[config.mk]
export PLATFORM = sky130hd
export DESIGN_NAME = image_op_controller
export DESIGN_NICKNAME = d
export VERILOG_FILES = /design/src/rtl/image_op_pkg.sv /design/src/rtl/pixel_op_alu.sv /design/src/rtl/image_op_controller.sv
export SDC_FILE = /design/constraint.sdc
export NUM_CORES = 1
export LEC_CHECK = 0
export CAP_MARGIN = 20
export CORE_AREA = 5 5 153 82
export DETAILED_ROUTE_END_ITERATION = 7
export DIE_AREA = 0 0 158 87
export PLACE_DENSITY = 0.77
export SETUP_SLACK_MARGIN = 0.05
export SYNTH_ARGS = -nofsm -noshare
export SYNTH_HDL_FRONTEND = slang
export SYNTH_SLANG_ARGS = --single-unit
[constraint.sdc]
create_clock -name clk -period 7.5 [get_ports clk]
set_input_delay 1.125 -clock clk [delete_from_list [all_inputs] [get_ports clk]]
set_output_delay 1.125 -clock clk [all_outputs]
set_load 0.01 [all_outputs]
[src/rtl/image_op_pkg.sv]
// Shared definitions for the image operation controller: pixel width,
// operation codes, FSM state type and the gray-level helper.
package image_op_pkg;

  localparam int PIX_W = 8;

  localparam logic [2:0] OP_PASS       = 3'd0;
  localparam logic [2:0] OP_GRAY       = 3'd1;
  localparam logic [2:0] OP_INVERT     = 3'd2;
  localparam logic [2:0] OP_THRESH     = 3'd3;
  localparam logic [2:0] OP_BRIGHT_INC = 3'd4;
  localparam logic [2:0] OP_BRIGHT_DEC = 3'd5;

  typedef enum logic [1:0] {
    ST_IDLE  = 2'd0,
    ST_RUN   = 2'd1,
    ST_FLUSH = 2'd2,
    ST_DONE  = 2'd3
  } state_t;

  // Truncating average of the three components; the sum needs two extra bits.
  function automatic logic [PIX_W-1:0] gray_of(input logic [PIX_W-1:0] r,
                                               input logic [PIX_W-1:0] g,
                                               input logic [PIX_W-1:0] b);
    logic [PIX_W+1:0] sum;
    sum = {2'b00, r} + {2'b00, g} + {2'b00, b};
    return PIX_W'(sum / (PIX_W+2)'(3));
  endfunction

endpackage

[src/rtl/pixel_op_alu.sv]
// Combinational per-pixel arithmetic for image_op_controller.
// Build option: define IMAGE_OP_SAT_EN to make BRIGHT_INC/BRIGHT_DEC saturate
// instead of wrapping modulo 256.
module pixel_op_alu
  import image_op_pkg::*;
(
  input  logic [2:0]       op,
  input  logic [PIX_W-1:0] param,
  input  logic [PIX_W-1:0] r,
  input  logic [PIX_W-1:0] g,
  input  logic [PIX_W-1:0] b,
  output logic [PIX_W-1:0] res_r,
  output logic [PIX_W-1:0] res_g,
  output logic [PIX_W-1:0] res_b
);

  logic [PIX_W-1:0] gray;
  logic [PIX_W-1:0] inv;
  logic [PIX_W-1:0] thr;
  logic [PIX_W-1:0] chan_in  [3];
  logic [PIX_W-1:0] chan_out [3];

  assign gray = gray_of(r, g, b);
  assign inv  = {PIX_W{1'b1}} - gray;
  assign thr  = (gray > param) ? {PIX_W{1'b1}} : {PIX_W{1'b0}};

  // Channel order is fixed: index 0 = red, 1 = green, 2 = blue.
  assign chan_in[0] = r;
  assign chan_in[1] = g;
  assign chan_in[2] = b;
  assign res_r = chan_out[0];
  assign res_g = chan_out[1];
  assign res_b = chan_out[2];

  genvar gi;
  generate
    for (gi = 0; gi < 3; gi++) begin : g_chan
      logic [PIX_W-1:0] inc_val;
      logic [PIX_W-1:0] dec_val;
      logic [PIX_W-1:0] res;

`ifdef IMAGE_OP_SAT_EN
      logic [PIX_W:0] inc_sum;
      logic [PIX_W:0] dec_diff;
      assign inc_sum  = {1'b0, chan_in[gi]} + {1'b0, param};
      assign dec_diff = {1'b0, chan_in[gi]} - {1'b0, param};
      // Carry out clamps to full scale, borrow clamps to zero.
      assign inc_val  = inc_sum[PIX_W]  ? {PIX_W{1'b1}} : inc_sum[PIX_W-1:0];
      assign dec_val  = dec_diff[PIX_W] ? {PIX_W{1'b0}} : dec_diff[PIX_W-1:0];
`else
      assign inc_val  = chan_in[gi] + param;
      assign dec_val  = chan_in[gi] - param;
`endif

      // Select this channel's result from the operation code.
      always_comb begin
        res = chan_in[gi];
        case (op)
          OP_GRAY:       res = gray;
          OP_INVERT:     res = inv;
          OP_THRESH:     res = thr;
          OP_BRIGHT_INC: res = inc_val;
          OP_BRIGHT_DEC: res = dec_val;
          default:       res = chan_in[gi];
        endcase
      end

      assign chan_out[gi] = res;
    end
  endgenerate

endmodule

[src/rtl/image_op_controller.sv]
// Frame sequencer for streaming pixel operations: start/op/param launch,
// valid/ready pixel pipeline with one output register stage, row/column
// tagging and done pulse. Arithmetic lives in pixel_op_alu.
// Build option: IMAGE_OP_SAT_EN (saturating brightness, see pixel_op_alu).
module image_op_controller
  import image_op_pkg::*;
#(
  parameter int HEIGHT = 768,
  parameter int WIDTH  = 512
) (
  input  logic             clk,
  input  logic             rst,
  input  logic             start,
  input  logic [2:0]       op,
  input  logic [PIX_W-1:0] param,
  input  logic             in_valid,
  output logic             in_ready,
  input  logic [PIX_W-1:0] in_r,
  input  logic [PIX_W-1:0] in_g,
  input  logic [PIX_W-1:0] in_b,
  output logic             out_valid,
  input  logic             out_ready,
  output logic [PIX_W-1:0] out_r,
  output logic [PIX_W-1:0] out_g,
  output logic [PIX_W-1:0] out_b,
  output logic             out_sof,
  output logic             out_eol,
  output logic             out_eof,
  output logic             busy,
  output logic             done
);

  localparam int COL_W = (WIDTH  > 1) ? $clog2(WIDTH)  : 1;
  localparam int ROW_W = (HEIGHT > 1) ? $clog2(HEIGHT) : 1;
  localparam logic [COL_W-1:0] COL_LAST = COL_W'(WIDTH - 1);
  localparam logic [ROW_W-1:0] ROW_LAST = ROW_W'(HEIGHT - 1);

  state_t           state_reg;
  logic             busy_reg;
  logic             done_reg;
  logic [2:0]       op_reg;
  logic [PIX_W-1:0] param_reg;
  logic [COL_W-1:0] col_reg;
  logic [ROW_W-1:0] row_reg;

  logic             out_valid_reg;
  logic [PIX_W-1:0] out_r_reg;
  logic [PIX_W-1:0] out_g_reg;
  logic [PIX_W-1:0] out_b_reg;
  logic             out_sof_reg;
  logic             out_eol_reg;
  logic             out_eof_reg;

  logic             accept;
  logic             take;
  logic             col_last;
  logic             row_last;
  logic             pix_last;
  logic [PIX_W-1:0] alu_r;
  logic [PIX_W-1:0] alu_g;
  logic [PIX_W-1:0] alu_b;

  // The output register can take a new pixel when empty or being drained.
  assign in_ready = (state_reg == ST_RUN) && (!out_valid_reg || out_ready);
  assign accept   = in_valid && in_ready;
  assign take     = out_valid_reg && out_ready;
  assign col_last = (col_reg == COL_LAST);
  assign row_last = (row_reg == ROW_LAST);
  assign pix_last = col_last && row_last;

  assign out_valid = out_valid_reg;
  assign out_r     = out_r_reg;
  assign out_g     = out_g_reg;
  assign out_b     = out_b_reg;
  assign out_sof   = out_sof_reg;
  assign out_eol   = out_eol_reg;
  assign out_eof   = out_eof_reg;
  assign busy      = busy_reg;
  assign done      = done_reg;

  pixel_op_alu u_alu (
    .op    (op_reg),
    .param (param_reg),
    .r     (in_r),
    .g     (in_g),
    .b     (in_b),
    .res_r (alu_r),
    .res_g (alu_g),
    .res_b (alu_b)
  );

  // Frame FSM with registered busy/done flags.
  always_ff @(posedge clk) begin
    if (rst) begin
      state_reg <= ST_IDLE;
      busy_reg  <= 1'b0;
      done_reg  <= 1'b0;
    end else begin
      done_reg <= 1'b0;
      case (state_reg)
        ST_IDLE: begin
          if (start) begin
            state_reg <= ST_RUN;
            busy_reg  <= 1'b1;
          end
        end
        ST_RUN: begin
          if (accept && pix_last) begin
            state_reg <= ST_FLUSH;
          end
        end
        ST_FLUSH: begin
          // The last pixel sits in the output register; finish once it leaves.
          if (take) begin
            state_reg <= ST_DONE;
            busy_reg  <= 1'b0;
            done_reg  <= 1'b1;
          end
        end
        ST_DONE: begin
          state_reg <= ST_IDLE;
        end
        default: begin
          state_reg <= ST_IDLE;
          busy_reg  <= 1'b0;
        end
      endcase
    end
  end

  // Frame context: op/param latched at launch, raster position per accept.
  always_ff @(posedge clk) begin
    if (rst) begin
      op_reg    <= OP_PASS;
      param_reg <= '0;
      col_reg   <= '0;
      row_reg   <= '0;
    end else if ((state_reg == ST_IDLE) && start) begin
      op_reg    <= op;
      param_reg <= param;
      col_reg   <= '0;
      row_reg   <= '0;
    end else if (accept) begin
      if (col_last) begin
        col_reg <= '0;
        row_reg <= row_last ? '0 : row_reg + 1'b1;
      end else begin
        col_reg <= col_reg + 1'b1;
      end
    end
  end

  // Output stage: load on accept, hold while stalled, empty when drained.
  always_ff @(posedge clk) begin
    if (rst) begin
      out_valid_reg <= 1'b0;
      out_r_reg     <= '0;
      out_g_reg     <= '0;
      out_b_reg     <= '0;
      out_sof_reg   <= 1'b0;
      out_eol_reg   <= 1'b0;
      out_eof_reg   <= 1'b0;
    end else if (accept) begin
      out_valid_reg <= 1'b1;
      out_r_reg     <= alu_r;
      out_g_reg     <= alu_g;
      out_b_reg     <= alu_b;
      out_sof_reg   <= (row_reg == '0) && (col_reg == '0);
      out_eol_reg   <= col_last;
      out_eof_reg   <= pix_last;
    end else if (out_ready) begin
      out_valid_reg <= 1'b0;
    end
  end

endmodule

==> results of run 1 <==
[layout by cell type, fill, tap and decap left out, types with 13 or more instances in the layout]
cell type | netlist | routed
buf_4 | 0 | 100
nand2_1 | 82 | 79
nor2_1 | 72 | 71
a21oi_1 | 75 | 67
dfxtp_1 | 62 | 62
clkdlybuf4s50_1 | 0 | 59
ha_1 | 57 | 49
o21ai_0 | 47 | 34
inv_1 | 32 | 29
xnor2_1 | 34 | 29
a21o_1 | 19 | 19
xor2_1 | 17 | 17
nand3_1 | 15 | 15
nand2b_1 | 14 | 13
[cell type report]
cell class                      instances  area share, %
Clock buffer                           13          3.348
Clock inverter                          3         0.5473
Inverter                               32          1.545
Multi-Input combinational cell        590          56.49
Sequential cell                        62          15.97
Tap cell                              150          2.415
Timing Repair Buffer                  178          19.69
[path summary, 6_finish.rpt]
check | from | end | slack [ps] | cells past startpoint
setup / recovery | in_g[0] | out_b[3] | -360 | 43
hold / removal | out_sof | out_sof | 460 | 2
setup reg to reg | op_reg[2] | out_b[7] | 2490 | 17
hold reg to reg | out_sof | out_sof | 460 | 2
[metal layers]
metal  up-vias  wire length [um]  global-route usage [%]  part of all wire (%)
met5         -                 0                       0                     0
met4         0               225                   6.502                   1.2
met3        29              2050                   7.097                    11
met2       341              8101                   40.05                    43
met1      2910              8536                   37.77                    45
li1       2876                 -                       -                     -
[kinds of logic (layout without fill, tap and decap cells)]
| kind of cell | after synthesis | after routing | share of synthesized area, % |
|---|---|---|---|
| AND/OR/NAND/NOR | 241 | 241 | 20.49 |
| AO/OA/AOI/OAI | 220 | 220 | 26.08 |
| adder cells (fa/ha/maj) | 63 | 63 | 15.08 |
| flip-flops | 62 | 62 | 22.74 |
| buffers and inverters | 61 | 226 | 4.401 |
| XOR/XNOR | 52 | 52 | 8.481 |
| multiplexers | 14 | 14 | 2.727 |
[worst max-delay path: cells and delay by family]
family	cells	cell delay, ps
AOI/OAI and AO/OA	18	2830
xor gates and xnor gates	2	220
and+or+nand+nor	11	1540
buffers and inverters	6	660
adders and majority gates	5	1410
muxes	1	230
[per-stage QoR]
stage | setup slack [ps] | utilization, % | hold WS, ps | cell area (um2) | TNS [ps]
after floorplan | 75.55 | - | 436.3 | 5502 | 0
after global placement | -789.5 | 61.40 | 445.5 | 6905 | -17420
after detailed placement | -1134 | 61.40 | 446.9 | 6905 | -23940
after CTS | -149.7 | 66.54 | 457.0 | 7483 | -1790
after global routing | -632.4 | 69.11 | 473.0 | 7772 | -13020
final | -357.8 | 69.11 | 459.5 | 7772 | -6134
[power groups by stage]
stage | Combinational [mW] | Sequential, mW | Clock, mW
global route | 2.39 | 0.439 | 0.449
global placement | 1.78 | 0.433 | 0
finish | 2.21 | 0.434 | 0.424
CTS | 2.01 | 0.430 | 0.428
detailed placement | 1.86 | 0.435 | 0
floorplan | 1.21 | 0.430 | 0
[cells in the mapped netlist, types with 2 or more instances]
library cell,n,area [um2]
a21oi_1,75,375.4
a211oi_1,8,60.06
o21a_1,6,45.04
o41ai_1,4,35.03
fa_1,5,100.1
a31oi_1,9,56.30
ha_1,57,713.2
or4_1,5,37.54
or3_1,4,25.02
clkbuf_1,24,90.09
nor2_1,72,270.3
mux2_2,3,33.78
nand2b_1,14,87.58
o221ai_1,9,78.83
inv_1,32,120.1
nand2_1,82,307.8
o21bai_1,4,30.03
o21ai_0,47,235.2
and2_1,5,31.28
xnor2_1,34,297.8
and3_1,3,18.77
o211ai_1,8,60.06
nand3_1,15,75.07
nand3b_1,3,22.52
dfxtp_1,62,1241
o22ai_1,3,18.77
a221oi_1,2,17.52
buf_2,3,15.01
o31ai_1,5,37.54
nor2b_1,12,75.07
nor4_1,4,25.02
o21ai_1,3,15.01
a21o_1,19,142.6
mux2i_1,10,100.1
a221o_1,2,20.02
or2_1,2,12.51
nor3_1,8,40.04
nand4_1,7,43.79
xor2_1,17,148.9
[repair_timing]
action | in CTS | in global routing
setup buffers | 15 | 8
gates resized for setup | 77 | 43
gates cloned | 0 | 0
endpoints found under the setup margin | 24 | 24
pin swaps | 41 | 29
==> summary.md, run 1 <==
| Metric | Value |
|---|---|
| Status | complete, but fails checks |
| Failing checks | setup timing |
| Clock share of power | 13.8% |
| Register bit total from synthesis | 62 |
| Sequential share of power | 14.1% |
| RSZ-0062 raised after global routing | true |
| Tcrit/Tclk final | 104.8% |
| Max_cap viols | 0 |
| Total Routed Length | 18910 um |
| Hold-fix buffers, CTS | 0 |
| Final Power | 3.069 mW |
| Cell count after placement | 990 |
| Core ar. | 0.01125 mm2 |
| Power per cell area | 394.9 mW/mm2 |
| First-pass GRT wire length | 29170 um |
| Max Fclk | 127.3 MHz |
| Ys flop type | dfxtp_1 |
| Die area | 0.01375 mm2 |
| Post-DP HPWL | 13680 um |
| Worst EP arrival | 8040 ps |
| Register area | 0.001241 mm2 |
| Most used cell, CP | buf_6 |
| Initial antenna violation count | 0 |
| Routed vias | 6156 |
| Clock skew | 5.387 ps |
| Switching Fraction | 44.70% |
| Syn Std Cell Area | 0.005459 mm2 |
| Clock Latency Late Sink | 330 ps |
| Peak supply drop | 0.1761 mV |
| CP Launch Type | input pin |
| # nets final | 975 |
| First-pass DRT Iterations | 5 |
| Worst hold path type | register to register |
| CTS tree | built |
| Clk root buf | clkbuf_16 |
| CTS Buffer Depth | 2 |
| Crit path largest cell delay | 510 ps |
| Remaining global-route overflow | 0 |
| DR vias/cell | 5.988 |
| Area grow syn2layout | 42.38% |
| Post-synth EDFFs | 0 |
| Slew HR | 21.40% |
| H-tree Lvls | 3 |
| Starting Density | 48.54% |
| Synth Area per Inst | 7.656 um2 |
| Final RePlAce weighted congestion | 0.9541 |
| Cells after synthesis | 713 |
| Global Route Usage Sum | 26.53% |
| Die width | 158 um |
| Setup Crit Path Kind | input pin to register |
| Crit Path Max Fanout | 7 |
| NetSw | 1.372 mW |
| Rows | 28 |
| Largest register FFs | 10 |
| Final setup viols | 24 |
| Worst slew pin tran | 1179 ps |
| Worst Setup End Kind | register |
| Fill count | 813 |
| DR WL/cell | 18.40 um |
| Pleak | 3.192 nW |
| Clock-pin slew on the worst setup and hold paths | 50 ps |
| Port bufs | 70 |
| # diodes | 0 |
| Non-filler instance count after layout | 1028 |
| Comb power frac | 72.0% |
| Ys async rst share | 0% |
| Min Tclk post-route | 7858 ps |
| Synth Warn # | 0 |
| Int Pwr | 1.697 mW |
| Slew Viols, Final | 0 |
| First DRT Iteration DRCs | 738 |
| Final Hold Fails | 0 |
| Post-route ant nets | 0 |
| Post-synthesis net count | 815 |
| DRC viols | 0 |
| Layout cell share with drive strength beyond 1 | 23.01% |
| Pin count of the biggest net entering global routing | 49 |
| WP data required | 7680 ps |
| Clock Sinks | 62 |
| IO Pins | 71 |
| Register area share after synthesis | 22.74% |
| Die Ht | 87 um |
| CTS Buf Count | 9 |
| Synth cell types | 65 |
| Vias in the first global route | 5910 |
| Multi-input gate area | 0.004390 mm2 |
| Max stage delay cell, worst path | or4_4 |
| Worst Slack Setup Final | -357.8 ps |
Power figures use the tool's default switching activity.
==> run 2, diff against run 1 <==
MAX_ROUTING_LAYER = met4   (was default)
==> run 2 against run 1 <==
Against the previous run: the run still ends with setup timing left; critical path type unchanged; worst hold slack worse by 2.3 ps; global-route usage up 1.1 points; non-clock buffer count fell by 11; cell count is 1.2% lower; combinational power is 6% lower; via count fell by 0.94%; clock power is 7.1% higher.
==> summary.md, run 2 (synthesis gave the netlist of run 1 again) <==
| Metric | Value |
|---|---|
| Peak supply drop | 0.2092 mV (+19%) |
| Worst slew pin tran | 1109 ps (-70.43 ps) |
| Cell count after placement | 990 (unchanged) |
| Layout cell share with drive strength beyond 1 | 19.98% (-3.0 points) |
| Min Tclk post-route | 7887 ps (+29.37 ps) |
| CTS Buf Count | 9 (unchanged) |
| Slew HR | 25.31% (+3.9 points) |
| Remaining global-route overflow | 0 (unchanged) |
| Die Ht | 87 um (unchanged) |
| Max_cap viols | 0 (unchanged) |
| Most frequent cells in the layout | buf_4 (92), nand2_1 (80), nor2_1 (71) |
| Area grow syn2layout | 38.90% |
| Starting Density | 48.54% (unchanged) |
| Max stage delay cell, worst path | or4_4 |
| Worst hold path type | register to register |
| Post-DP HPWL | 13840 um (+1.2%) |
| Multi-input gate area | 0.004255 mm2 (-3.1%) |
| Final setup TNS | -7605 ps (-1470 ps) |
| CP Launch Type | input pin |
| WP data required | 7690 ps (about the same) |
| Setup Crit Path Kind | input pin to register |
| Global Route Usage Sum | 27.59% (+1.1 points) |
| Clock-pin slew on the worst setup and hold paths | 50 ps (about the same) |
| Clock skew | 6.878 ps (+1.491 ps) |
| CTS Buffer Depth | 2 (unchanged) |
| Clk root buf | clkbuf_16 |
| Largest register FFs | 10 (unchanged) |
| Port bufs | 70 (unchanged) |
| Status | complete, but fails checks |
| Clock Latency Late Sink | 330 ps (about the same) |
| Core ar. | 0.01125 mm2 (unchanged) |
| Die area | 0.01375 mm2 (unchanged) |
| Crit path max-delay family | compound AO/OA/AOI/OAI gates |
| Fill count | 898 (+10%) |
| DRC viols | 0 (unchanged) |
| Die width | 158 um (unchanged) |
| Pin count of the biggest net entering global routing | 49 (unchanged) |
| IO Pins | 71 (unchanged) |
| Worst Setup End Kind | register |
| Placed inst area | 0.006905 mm2 (unchanged) |
| Worst Slack Setup Final | -387.2 ps (-29.37 ps) |
| Pre-CTS setup slack | -1186 ps (-52.14 ps) |
| Routed vias | 6098 (-0.94%) |
| DR vias/cell | 6.002 (+0.23%) |
| Crit path largest cell delay | 510 ps (about the same) |
| CTS tree | built |
| First DRT Iteration DRCs | 732 (-0.81%) |
| Post-route ant nets | 0 (unchanged) |
| First-pass GRT wire length | 29470 um (+1.0%) |
| Final hold slack | 457.2 ps (-2.294 ps) |
| Worst EP arrival | 8080 ps (+40 ps) |
| RSZ-0062 raised after global routing | true |
| # nets final | 964 (-1.1%) |
| Tcrit/Tclk final | 105.2% (+0.39 points) |
| Total Routed Length | 18720 um (-1.0%) |
| Clock Sinks | 62 (unchanged) |
| Final Hold Fails | 0 (unchanged) |
| Pleak | 3.105 nW (-2.7%) |
| Max Fclk | 126.8 MHz (-0.37%) |
| Final setup viols | 24 (unchanged) |
| Vias in the first global route | 5828 (-1.4%) |
| Design Area, Final | 0.007582 mm2 (-2.4%) |
| Commonest non-fill, non-tap cell in the layout | buf_4 |
| DR WL/cell | 18.42 um (+0.13%) |
| H-tree Lvls | 3 (unchanged) |
| CP Buf/Inv Count | 4 (-2) |
| Failing checks | setup timing |
| Final RePlAce weighted congestion | 0.9863 (+3.4%) |
| Initial antenna violation count | 0 (unchanged) |
| Register area | 0.001241 mm2 (unchanged) |
| Slew Viols, Final | 0 (unchanged) |
| Hold-fix buffers, CTS | 0 (unchanged) |
| First-pass DRT Iterations | 6 (+1) |
| # diodes | 0 (unchanged) |
| Most used cell, CP | o21ai_1 |
| Rows | 28 (unchanged) |
| Crit Path Max Fanout | 5 (-2) |
| Non-filler instance count after layout | 1016 (-1.2%) |
| Power per cell area | 392.0 mW/mm2 (-0.74%) |
run 2: cell type report:
cell class | instances | share of cell area, %
timing repair buffer | 167 | 19.19
sequential | 62 | 16.37
clock buffer | 11 | 3.333
multi-input combinational | 590 | 56.12
clock inverter | 4 | 0.9241
tap | 150 | 2.475
inverter | 32 | 1.584
run 2: timing repair:
item | 4_1_cts | 5_1_grt
gates resized for setup | 78 | 13
endpoints found under the setup margin | 24 | 24
pin swaps | 42 | 23
setup buffers | 6 | 4
run 2: stage by stage:
stage	total power, mW	utilization (%)
after floorplan	1.638	-
after global placement	2.216	61.40
after detailed placement	2.286	61.40
after CTS	2.843	66.32
final	2.972	67.42
after global routing	3.149	67.42
run 2: report_power, final:
part | internal (mW) | total (mW) | switching [mW]
clock network | 0.306 | 0.454 | 0.149
registers | 0.379 | 0.435 | 0.0555
logic | 0.967 | 2.08 | 1.12
total | 1.65 | 2.97 | 1.32
run 2: metal layers:
metal	part of all wire (%)	GRT usage, %	vias up
li1	-	-	2858
met1	45	37.87	2836
met2	42	40.32	361
met3	11	7.097	43
met4	1.9	7.663	0
met5	0	-	-
run 2: worst min-delay path, cell delays in order, from the launching register on:
cell and delay, ps:
dfxtp_1 310, nand2_1 50, a21oi_1 50
run 2: worst paths after layout:
path                   from        to  slack [ps]  cells past startpoint
setup / recovery    in_g[0]  out_r[4]        -390                     39
setup reg to reg  op_reg[2]  out_b[7]        2310                     17
hold reg to reg    out_b[6]  out_b[6]         460                      2
hold / removal     out_b[6]  out_b[6]         460                      2
==> run 3, diff against run 2 <==
clock period = 7.2 ns   (was 7.5 ns; I/O delays follow)
==> run 3 against run 2 <==
Against the previous run: the run still ends with setup timing left; sequential power is 4% higher; register-to-register slack worse by 350 ps; global-route usage is 0.25 points lower; clock skew is 0.85 ps lower; cell count is 1.3% higher; worst setup slack worse by 160 ps; largest power group unchanged.
==> summary.md, run 3 (synthesis gave the netlist of run 1 again) <==
| Metric | Value |
|---|---|
| Status | complete, but fails checks |
| Failing checks | setup timing |
| Routed vias | 6163 (+1.1%) |
| Hold-fix buffers, CTS | 0 (unchanged) |
| RSZ-0062 raised after global routing | true |
| Area grow syn2layout | 43.02% |
| Clock-pin slew on the worst setup and hold paths | 50 ps (about the same) |
| Worst Slack Setup Final | -550.7 ps (-163.4 ps) |
| Worst hold path type | register to register |
| Final Util | 69.43% (+2.0 points) |
| Max stage delay cell, worst path | or4_4 |
| Crit Path Max Fanout | 7 (+2) |
| CTS Buf Count | 9 (unchanged) |
| Rows | 28 (unchanged) |
| Die area | 0.01375 mm2 (unchanged) |
| Total Routed Length | 19170 um (+2.4%) |
| Layout cell share with drive strength beyond 1 | 23.32% (+3.3 points) |
| Die width | 158 um (unchanged) |
| Max_cap viols | 0 (unchanged) |
| Hold_sp | param_reg[7] |
| IO Pins | 71 (unchanged) |
| Global Route Usage Sum | 27.34% (-0.25 points) |
| Largest register FFs | 10 (unchanged) |
| DRC viols | 0 (unchanged) |
| Most used cell, CP | a21oi_4 |
| Pin count of the biggest net entering global routing | 49 (unchanged) |
| First-pass DRT Iterations | 6 (unchanged) |
| Power per cell area | 412.1 mW/mm2 (+5.1%) |
| CTS Buffer Depth | 2 (unchanged) |
| Clk root buf | clkbuf_16 |
| Starting Density | 48.54% (unchanged) |
| Pleak | 3.211 nW (+3.4%) |
| Final Hold Fails | 0 (unchanged) |
| Hold EP | param_reg[7] |
| Peak supply drop | 0.2098 mV (+0.25%) |
| Clock skew | 6.025 ps (-0.8533 ps) |
| Hold path cells | 2 (unchanged) |
| Commonest non-fill, non-tap cell in the layout | buf_4 |
| Setup Crit Path Kind | input pin to register |
| Worst Setup End Kind | register |
| CTS tree | built |
| Min Tclk post-route | 7751 ps |
| Die Ht | 87 um (unchanged) |
| Slew Viols, Final | 0 (unchanged) |
| Worst EP arrival | 7950 ps (-130 ps) |
| Vias in the first global route | 5639 (-3.2%) |
| # nets final | 976 (+1.2%) |
| CP Launch Type | input pin |
| WP data required | 7400 ps (-290 ps) |
| Fill count | 825 (-8.1%) |
| First-pass GRT wire length | 28980 um (-1.7%) |
| Crit path largest cell delay | 560 ps (+50 ps) |
| Worst R2R End | out_r[7] |
| Post-DP HPWL | 13770 um (-0.54%) |
| Register area | 0.001241 mm2 (unchanged) |
| Clock Sinks | 62 (unchanged) |
| DR vias/cell | 5.989 (-0.21%) |
| Max Fclk | 129.0 MHz |
| Tcrit/Tclk final | 107.6% |
| Final setup viols | 24 (unchanged) |
| Worst R2R Setup Slack | 1960 ps (-350 ps) |
| First DRT Iteration DRCs | 778 (+6.3%) |
| Reg2reg path depth | 17 (unchanged) |
| Clock Latency Late Sink | 340 ps (about the same) |
| Post-route ant nets | 0 (unchanged) |
| Port bufs | 70 (unchanged) |
| Multi-input gate area | 0.004368 mm2 (+2.6%) |
| DR WL/cell | 18.63 um (+1.1%) |
| Final RePlAce weighted congestion | 0.9693 (-1.7%) |
| Worst slew pin tran | 1182 ps (+73.47 ps) |
| Core ar. | 0.01125 mm2 (unchanged) |
| # diodes | 0 (unchanged) |
| Pre-CTS setup slack | -1238 ps (-51.69 ps) |
| Slew HR | 20.36% (-4.9 points) |
| Initial antenna violation count | 0 (unchanged) |
| Most frequent cells in the layout | buf_4 (105), nand2_1 (79), nor2_1 (69) |
| H-tree Lvls | 3 (unchanged) |
| Remaining global-route overflow | 0 (unchanged) |
| Worst R2R Start | op_reg[2] |
==> run 3: changes by cell type in the layout (fill, tap and decap cells not counted), sizes merged <==
cell,change
clkinv,-1
dlymetal6s2s,+1
clkbuf,+2
buf,+12
dlygate4sd2,-1
==> run 3: power breakdown <==
part | total, mW | switching (mW) | internal (mW)
Clock | 0.488 | 0.157 | 0.331
Sequential | 0.452 | 0.0568 | 0.395
Combinational | 2.28 | 1.21 | 1.07
==> run 3: per-stage QoR <==
step / hold WS, ps / cells / setup TNS (ps) / power, mW / area [um2]
5_1_grt: 469.8 / 1029 / -16550 / 3.396 / 7807
2_1_floorplan: 436.3 / 713 / -1182 / 1.720 / 5524
3_3_place_gp: 444.5 / 993 / -20680 / 2.307 / 6950
4_1_cts: 454.6 / 1021 / -4627 / 2.977 / 7567
6_report: 456.0 / 1029 / -11400 / 3.217 / 7807
3_5_place_dp: 447.6 / 993 / -27300 / 2.384 / 6950
==> run 3: critical path: cells and delay by family <==
kind	cells	cell delay, ps
AOI/OAI and AO/OA	18	2890
and+or+nand+nor	10	1590
adders and majority gates	5	1350
buffers and inverters	5	590
xor gates and xnor gates	2	280
muxes	1	120
==> run 3: routing by layer <==
metal	wire length, um	global-route usage (%)	vias to the layer above
li1	-	-	2877
met1	8670	39.03	2879
met2	8109	40.09	343
met3	1933	5.012	64
met4	459	6.656	0
met5	0	-	-
==> run 3: timing repair <==
item	CTS	global route
pin swaps	36	43
endpoints found under the setup margin	24	24
setup buffers	12	7
hold endpoints to repair	0	0
gates resized for setup	66	34
==> run 3: final cells by class <==
class	instances	share of cell area, %
flip-flops and latches	62	15.90
well taps	150	2.404
clock buffers	13	3.462
inverters	32	1.538
multi-input cells	590	55.95
repair buffers	179	19.92
clock inverters	3	0.8333
==> run 3: worst max path at each step <==
stage	slack (ps)	start	depth (start not counted)	to
after CTS	-240	in_g[0]	42	out_r[2]
after detailed placement	-1240	in_r[0]	41	out_r[4]
after global placement	-900	in_r[0]	41	out_g[4]
final	-550	in_r[0]	41	out_b[2]
after floorplan	-100	in_r[0]	40	out_b[7]
after global routing	-770	in_r[0]	41	out_b[2]
